## config.mk

```make
export PLATFORM = sky130hd
export DESIGN_NAME = fir_mch_filter
export DESIGN_NICKNAME = d
export VERILOG_FILES = /design/src/rtl/fir_mch_filter.sv
export SDC_FILE = /design/constraint.sdc
export NUM_CORES = 2
export LEC_CHECK = 0
export BUFFER_PORTS_ARGS = -buffer_cell sky130_fd_sc_hd__buf_2
export CORE_MARGIN = 10
export CORE_UTILIZATION = 41
export CTS_CLUSTER_DIAMETER = 100
export CTS_CLUSTER_SIZE = 12
export DETAILED_ROUTE_END_ITERATION = 10
export PLACE_DENSITY = 0.67
export REMOVE_ABC_BUFFERS = 1
export SLEW_MARGIN = 20
export SYNTH_ARGS = -nofsm -noshare
export SYNTH_HDL_FRONTEND = slang
export SYNTH_SLANG_ARGS = --single-unit
```

## constraint.sdc

```tcl
create_clock -name clk -period 54 [get_ports clk]
set_input_delay 2.7 -clock clk [delete_from_list [all_inputs] [get_ports clk]]
set_output_delay 2.7 -clock clk [all_outputs]
set_load 0.02 [all_outputs]
```

## src/rtl/fir_mch_filter.sv

```systemverilog
// Multi-channel FIR: shared coefficients, per-channel delay lines, one MAC per cycle.
// Optional FIR_SAT_EN macro adds shift, round-half-up and saturation to WIDTH bits.
module fir_mch_filter #(
   parameter int N          = 32,
   parameter int WIDTH      = 14,
   parameter int COEF_WIDTH = 16,
   parameter int CH         = 2,
   parameter int SHIFT      = 15,
   localparam int CH_W      = (CH > 1) ? $clog2(CH) : 1,
   localparam int AW        = $clog2(N),
   localparam int ACC_W     = WIDTH + COEF_WIDTH + $clog2(N)
) (
   input  logic                         clk,
   input  logic                         reset,
   input  logic signed [WIDTH-1:0]      din,
   input  logic        [CH_W-1:0]       in_ch,
   input  logic                         in_valid,
   output logic                         in_ready,
   output logic signed [ACC_W-1:0]      dout,
   output logic        [CH_W-1:0]       out_ch,
   output logic                         out_valid,
   input  logic                         out_ready,
   input  logic                         coef_we,
   input  logic        [AW-1:0]         coef_addr,
   input  logic signed [COEF_WIDTH-1:0] coef_data,
   output logic                         coef_err,
   output logic                         ch_err
);

   localparam logic [1:0] S_IDLE = 2'd0;
   localparam logic [1:0] S_MAC  = 2'd1;
   localparam logic [1:0] S_LOAD = 2'd2;
   localparam logic [1:0] S_OUT  = 2'd3;

   logic [1:0]                   state;
   logic signed [WIDTH-1:0]      dline [CH][N];
   logic signed [COEF_WIDTH-1:0] coef [N];
   logic signed [ACC_W-1:0]      acc;
   logic [AW-1:0]                idx;
   logic [CH_W-1:0]              ch_q;
   logic signed [WIDTH+COEF_WIDTH-1:0] prod;
   logic signed [ACC_W-1:0]      res;
   logic                         take;
   logic                         ch_ok;
   logic                         addr_ok;

   assign in_ready = (state == S_IDLE) && !reset;
   assign take     = in_valid && in_ready;
   assign ch_ok    = {1'b0, in_ch} < (CH_W+1)'(CH);
   assign addr_ok  = {1'b0, coef_addr} < (AW+1)'(N);
   assign prod     = dline[ch_q][idx] * coef[idx];

`ifdef FIR_SAT_EN
   localparam logic signed [ACC_W:0] RND  = ((ACC_W+1)'(1) << SHIFT) >> 1;
   localparam logic signed [ACC_W:0] MAXV = (ACC_W+1)'((1 << (WIDTH-1)) - 1);
   localparam logic signed [ACC_W:0] MINV = -MAXV - 1;

   logic signed [ACC_W:0] rsum;
   logic signed [ACC_W:0] shv;

   // One guard bit so the rounding add cannot wrap.
   assign rsum = {acc[ACC_W-1], acc} + RND;
   assign shv  = rsum >>> SHIFT;

   always_comb begin
      res = shv[ACC_W-1:0];
      if (shv > MAXV)
         res = MAXV[ACC_W-1:0];
      else if (shv < MINV)
         res = MINV[ACC_W-1:0];
   end
`else
   assign res = acc;
`endif

   always_ff @(posedge clk) begin
      if (reset) begin
         state     <= S_IDLE;
         acc       <= '0;
         idx       <= '0;
         ch_q      <= '0;
         dout      <= '0;
         out_ch    <= '0;
         out_valid <= 1'b0;
         coef_err  <= 1'b0;
         ch_err    <= 1'b0;
         for (int c = 0; c < CH; c++)
            for (int t = 0; t < N; t++)
               dline[c][t] <= '0;
         for (int t = 0; t < N; t++)
            coef[t] <= (t == 0) ? COEF_WIDTH'(1) : '0;
      end else begin
         coef_err <= 1'b0;
         ch_err   <= 1'b0;
         if (coef_we) begin
            if (state == S_IDLE && addr_ok)
               coef[coef_addr] <= coef_data;
            else
               coef_err <= 1'b1;
         end
         case (state)
            S_IDLE: begin
               if (take) begin
                  if (ch_ok) begin
                     for (int c = 0; c < CH; c++) begin
                        if (in_ch == CH_W'(c)) begin
                           dline[c][0] <= din;
                           for (int t = 1; t < N; t++)
                              dline[c][t] <= dline[c][t-1];
                        end
                     end
                     acc   <= '0;
                     idx   <= '0;
                     ch_q  <= in_ch;
                     state <= S_MAC;
                  end else begin
                     ch_err <= 1'b1;
                  end
               end
            end
            S_MAC: begin
               acc <= acc + ACC_W'(prod);
               idx <= idx + 1'b1;
               if (idx == AW'(N-1))
                  state <= S_LOAD;
            end
            S_LOAD: begin
               dout      <= res;
               out_ch    <= ch_q;
               out_valid <= 1'b1;
               state     <= S_OUT;
            end
            default: begin
               if (out_ready) begin
                  out_valid <= 1'b0;
                  state     <= S_IDLE;
               end
            end
         endcase
      end
   end

endmodule

```

### Word level (Yosys, flattened, before mapping)

Memory sizes are Yosys's and may differ from the RTL's. A register that Yosys moved wholly into a read port is not among the register bits.
Index checks and enable logic that the tools add are counted.

* bits in registers: 81
* RAM bits: 1408
* bits of input ports: 41
* output and inout bits: 40
* memories kept: 2

Memories
* dline: depth 2, width 448, read ports 3, clocked after Yosys merged registers in 1, write ports 2, RTL line 36 `logic signed [WIDTH-1:0] dline [CH][N];`
* coef: depth 32, width 16, read ports 1, clocked after Yosys merged registers in 1, write ports 32, RTL line 37 `logic signed [COEF_WIDTH-1:0] coef [N];`

* add/sub/neg operators: 2
* $mul: 1
* magnitude comparators: 1
* equal/unequal tests: 5
* muxes and demuxes: 101
* bitwise operators: 67
* reductions and logical operators: 14

Operators with widths (number)
* $mux 14: 66
* $bmux 14 s5: 1
* $pmux 35 s2: 1
* $or 1x1->1: 64
* $add 35x30->35: 1
* $mux 35: 1
* $mul 14x16->30: 1
* $mux 1: 21
* $mux 5: 4
* $mux 16: 1
* $reduce_or 16->1: 1
* $pmux 5 s2: 1
* $ge 6x6->1 const B: 1
* $mux 2: 3
* $not 5->6: 1
* $pmux 2 s3: 1
* $reduce_and 2->1: 3
* $add 5x1->5 const B: 1
* $eq 5x5->1 const B: 1
* $ne 2x2->1 const B: 2
* $reduce_bool 2->1: 2
* $reduce_bool 4->1: 1
* $reduce_or 2->1: 2
* $reduce_and 3->1: 1
* other kinds (7): 9

### Longest topological paths before layout

* depth after elaboration: 8
* depth in mapped cells: 31
* depth with buffers taken out: 27

### Least setup slack after synthesis

No wires, ideal clock.

* path type: input -> register
* start point: in in_ch
* end point: reg with a tool-made name
* library setup time: 1001 ps
* arrival time: 24077 ps
* setup slack: 28922 ps
* cell stages on the path: 4
* path through: clkbuf_1 -> clkbuf_1 -> o21bai_1 -> nor2_1

RTL lines
* start: declaration: RTL line 16 `input logic [CH_W-1:0] in_ch,`

==> metrics.md <==
| Metric | Value |
|---|---|
| Status | `finished, final reports clean` |
| Top FF cell, synth | `edfxtp_1` |
| CTS max path bufs | `3` |
| Detailed Routing Iterations Pass 1 | `7` |
| Synth Area per Inst | `14.6 um^2` |
| Final Cycle Share | `18.7%` |
| Fin. Hold Viols | `0` |
| Routability Congestion | `0.854` |
| Reg2reg path depth | `24` |
| Antenna Violating Nets Remaining | `0` |
| Hold slack | `487 ps` |
| Setup crit end kind | `register` |
| Starting DRT DRC Count | `4333` |
| Root Buffer | `clkbuf_16` |
| Hold crit path type | `register to register` |
| Fraction of layout cells with a size suffix above 1 | `16.4%` |
| Hold-critical path depth | `2` |
| Post-synth EDFFs | `1408` |
| Post-synthesis sequential area ratio | `56.9%` |
| Switching portion of total power | `39.3%` |
| Crit path max-delay cell type | `buf_4` |
| GRT Util Overall | `17.7%` |
| Period minus WS final | `10090 ps` |
| Comb pwr share | `49.8%` |
| Power Dens Cells | `55.9 mW/mm^2` |
| Reg-to-reg setup timing slack | `43910 ps` |
| Total setup buffers inserted after CTS | `0` |
| Reg clk slew, reported paths | `60 ps` |
| Largest net degree at the start of global routing | `241` |
| Number of synthesis warnings | `0` |
| Mapped Area | `0.0774 mm^2` |
| Min-Delay Endpoint | `dout[7]` |
| Worst Setup Start Kind | `register` |
| LEAKAGE | `33.9 nW` |
| Initial core utilization | `41.2%` |
| NetSw | `0.00185 W` |
| Worst Path Required | `54680 ps` |
| Overall routed net length | `183 mm` |
| First-pass GRT wire length | `287 mm` |
| Crit path kind | `register to register` |
| Post-CTS sizing | `0` |
| Clock Skew | `28.1 ps` |
| Clock share of power | `19.7%` |
| Grt ovf | `0` |
| Worst Tran Pin Value | `1140 ps` |
| # fillers | `16400` |
| Worst-skew pair later-pin latency | `790 ps` |
| Setup slack after layout | `43910 ps` |
| Per-cell routed wire length | `23.7 um` |
| R2r endpoint | `acc[32]` |
| RSZ-0062 raised after global routing | `false` |
| Core Area | `0.188 mm^2` |
| Hold path start | `dout[7]` |
| I/O Buffers | `79` |
| Setup TNS | `0 ps` |
| Most used cell, CP | `fa_1` |
| DP Worst Slack | `43840 ps` |
| Netlist cell types | `62` |
| Die ar. | `0.206 mm^2` |
| Setup violators final | `0` |
| Relative slew slack | `23.8%` |
| Via density | `5.73` |
| Sequential power share | `30.5%` |
| Vias in the first global route | `46400` |
| WP buf/inv | `5` |
| Num rows | `159` |
| Post-DP HPWL | `108 mm` |
| Initial antenna violation count | `6` |
| CTS tree | `built` |
| Largest stage delay, worst path | `850 ps` |
| Die Width | `454 um` |
| Max-Cap Viols | `0` |
| Hold Buf Count CTS | `0` |
| CTS buffer count | `144` |
| Peak supply drop | `0.112 mV` |
| Die Y | `454 um` |
| Largest fanout on the critical path | `107` |
| #FFs+latches synth | `1495` |
| Arr. time, crit path | `10770 ps` |
| Mapped Cells | `5295` |
| Slew Limit Fails | `0` |
| Crit-path cells | `buf_4 > buf_12 > mux4_2 > mux4_2 > mux4_2 > nand2_2 > fa_1 > inv_1 > fa_1 > fa_1 > fa_1 > fa_1 > inv_1 > fa_1 > inv_1 > ha_1 > a2111oi_0 > o2111ai_1 > a32oi_1 > nor2b_1 > o21ai_0 > a21oi_1 > o21a_1 > o31ai_1` |
| CTS Sinks | `1495` |
| Max Clock Freq | `99.1 MHz` |
| Async S/R FF share, synth | `0%` |
| I/O pins | `81` |
| Area growth, synth to finish | `8.52%` |
| CP top delay family | `adder cells` |
| Via count | `44100` |
| Fin nets | `5599` |
| # DRC | `0` |
| Pint | `0.00285 W` |
| H-tree depth | `4` |
[worst register-to-register path: stages, from the launching register on]
cell	delay, ps
dfxtp_4	750
buf_4	860
buf_12	710
mux4_2	820
mux4_2	520
mux4_2	740
nand2_2	230
fa_1	460
inv_1	200
fa_1	490
fa_1	460
fa_1	480
fa_1	490
inv_1	50
fa_1	490
inv_1	50
ha_1	360
a2111oi_0	550
o2111ai_1	230
a32oi_1	250
nor2b_1	90
o21ai_0	240
a21oi_1	120
o21a_1	200
o31ai_1	170
[power by group through the flow]
stage	registers, W	clock network (W)	logic, W
after floorplan	0.00150	0	0.00178
after global placement	0.00145	0	0.00229
after detailed placement	0.00146	0	0.00232
after CTS	0.00143	0.000944	0.00234
after global routing	0.00144	0.000985	0.00264
final	0.00143	0.000925	0.00234
[per-layer routing]
layer	track usage [%]	share of wire, %	vias up
met3	2.84	5.9	247
li1	-	-	19100
met2	28.7	49	1486
met5	0	0.015	-
met1	24.7	43	23300
met4	5.19	2.7	4
[area by class of cell]
class                      count  area [um^2]  share of cell area, %
clock buffer                 175         3800                   4.53
antenna                        6         15.0                 0.0179
multi-input combinational   3004        30300                   36.1
tap                         2495         3120                   3.72
sequential                  1495        44000                   52.5
inverter                     355         1330                   1.59
timing repair buffer         167         1170                   1.40
clock inverter                14          190                  0.227
[sequential cells by signal (all words and copies together), names as in the netlist, named ones only]
signal and cells:
coef 512, dout 35, acc 35, out_ch 1, coef_err 1, ch_q 1, idx 5, dline 896
out_valid 1, state 2
[cells by family (layout without fill, tap and decap cells)]
family | Yosys count | in the layout | share of synthesized area (%)
buffers and inverters | 796 | 711 | 4.05
other | 1 | 7 | 0.00485
AOI/OAI and AO/OA | 147 | 147 | 1.24
adders and majority gates | 391 | 391 | 9.13
DFF | 1495 | 1495 | 56.9
xor gates and xnor gates | 35 | 35 | 0.396
and+or+nand+nor | 1926 | 1926 | 14.5
muxes | 504 | 504 | 13.7
[synthesized netlist by cell type, types with 6 or more instances]
| cell type | instances | area (um^2) |
|---|---|---|
| a21o_1 | 16 | 120 |
| a21oi_1 | 35 | 175 |
| a22oi_1 | 20 | 150 |
| and2_1 | 516 | 3230 |
| and3_1 | 889 | 5560 |
| buf_1 | 19 | 71.3 |
| buf_2 | 43 | 215 |
| buf_4 | 6 | 45.0 |
| buf_6 | 9 | 101 |
| clkbuf_1 | 364 | 1370 |
| dfxtp_1 | 87 | 1740 |
| edfxtp_1 | 1408 | 42300 |
| fa_1 | 289 | 5790 |
| ha_1 | 102 | 1280 |
| inv_1 | 352 | 1320 |
| mux2_2 | 10 | 113 |
| mux2i_1 | 48 | 480 |
| mux4_2 | 446 | 10000 |
| nand2_1 | 136 | 510 |
| nand2b_1 | 46 | 288 |
| nand3_1 | 18 | 90.1 |
| nor2_1 | 182 | 683 |
| nor2b_1 | 72 | 450 |
| o21ai_0 | 28 | 140 |
| o21ai_1 | 6 | 30.0 |
| o31ai_1 | 7 | 52.6 |
| or2_2 | 40 | 250 |
| xnor2_1 | 21 | 184 |
| xor2_1 | 14 | 123 |
[worst max-delay path by stage]
stage	depth (start not counted)	slack (ps)	to	start
after floorplan	4	18230	register	reset
after global placement	24	43910	acc[32]	register
after detailed placement	25	43840	acc[32]	register
after CTS	24	43820	acc[32]	register
after global routing	25	43170	acc[32]	register
final	24	43910	acc[32]	register
[stage by stage]
| step | area, um^2 | cells | util (%) | power [W] |
|---|---|---|---|---|
| final | 84000 | 7711 | 44.7 | 0.00470 |
| after global routing | 84000 | 7708 | 44.7 | 0.00507 |
| after CTS | 83900 | 7705 | 44.7 | 0.00471 |
| after detailed placement | 79900 | 7516 | 42.6 | 0.00378 |
| after global placement | 79900 | 7516 | 42.6 | 0.00375 |
| after floorplan | 75600 | 4854 | - | 0.00328 |
[cell usage in the layout (no fill, tap or decap), types with 7 or more instances in the layout]
master,netlist,layout
a21o_1,16,15
mux2_2,10,10
and2_1,516,515
nor2_1,182,175
nand3_1,18,18
ha_1,102,101
clkbuf_16,0,148
nor2b_1,72,71
fa_1,289,288
o21ai_0,28,27
o31ai_1,7,7
nand2b_1,46,46
buf_12,0,7
edfxtp_1,1408,1408
dfxtp_1,87,80
xor2_1,14,14
and3_1,889,889
nand2_1,136,136
buf_4,6,80
or2_2,40,40
a22oi_1,20,20
buf_2,43,76
mux4_2,446,446
inv_1,352,352
mux2i_1,48,48
a21oi_1,35,34
nor2_2,0,7
clkbuf_1,364,27
xnor2_1,21,21
No activity file was read; power rests on OpenSTA's default activity.
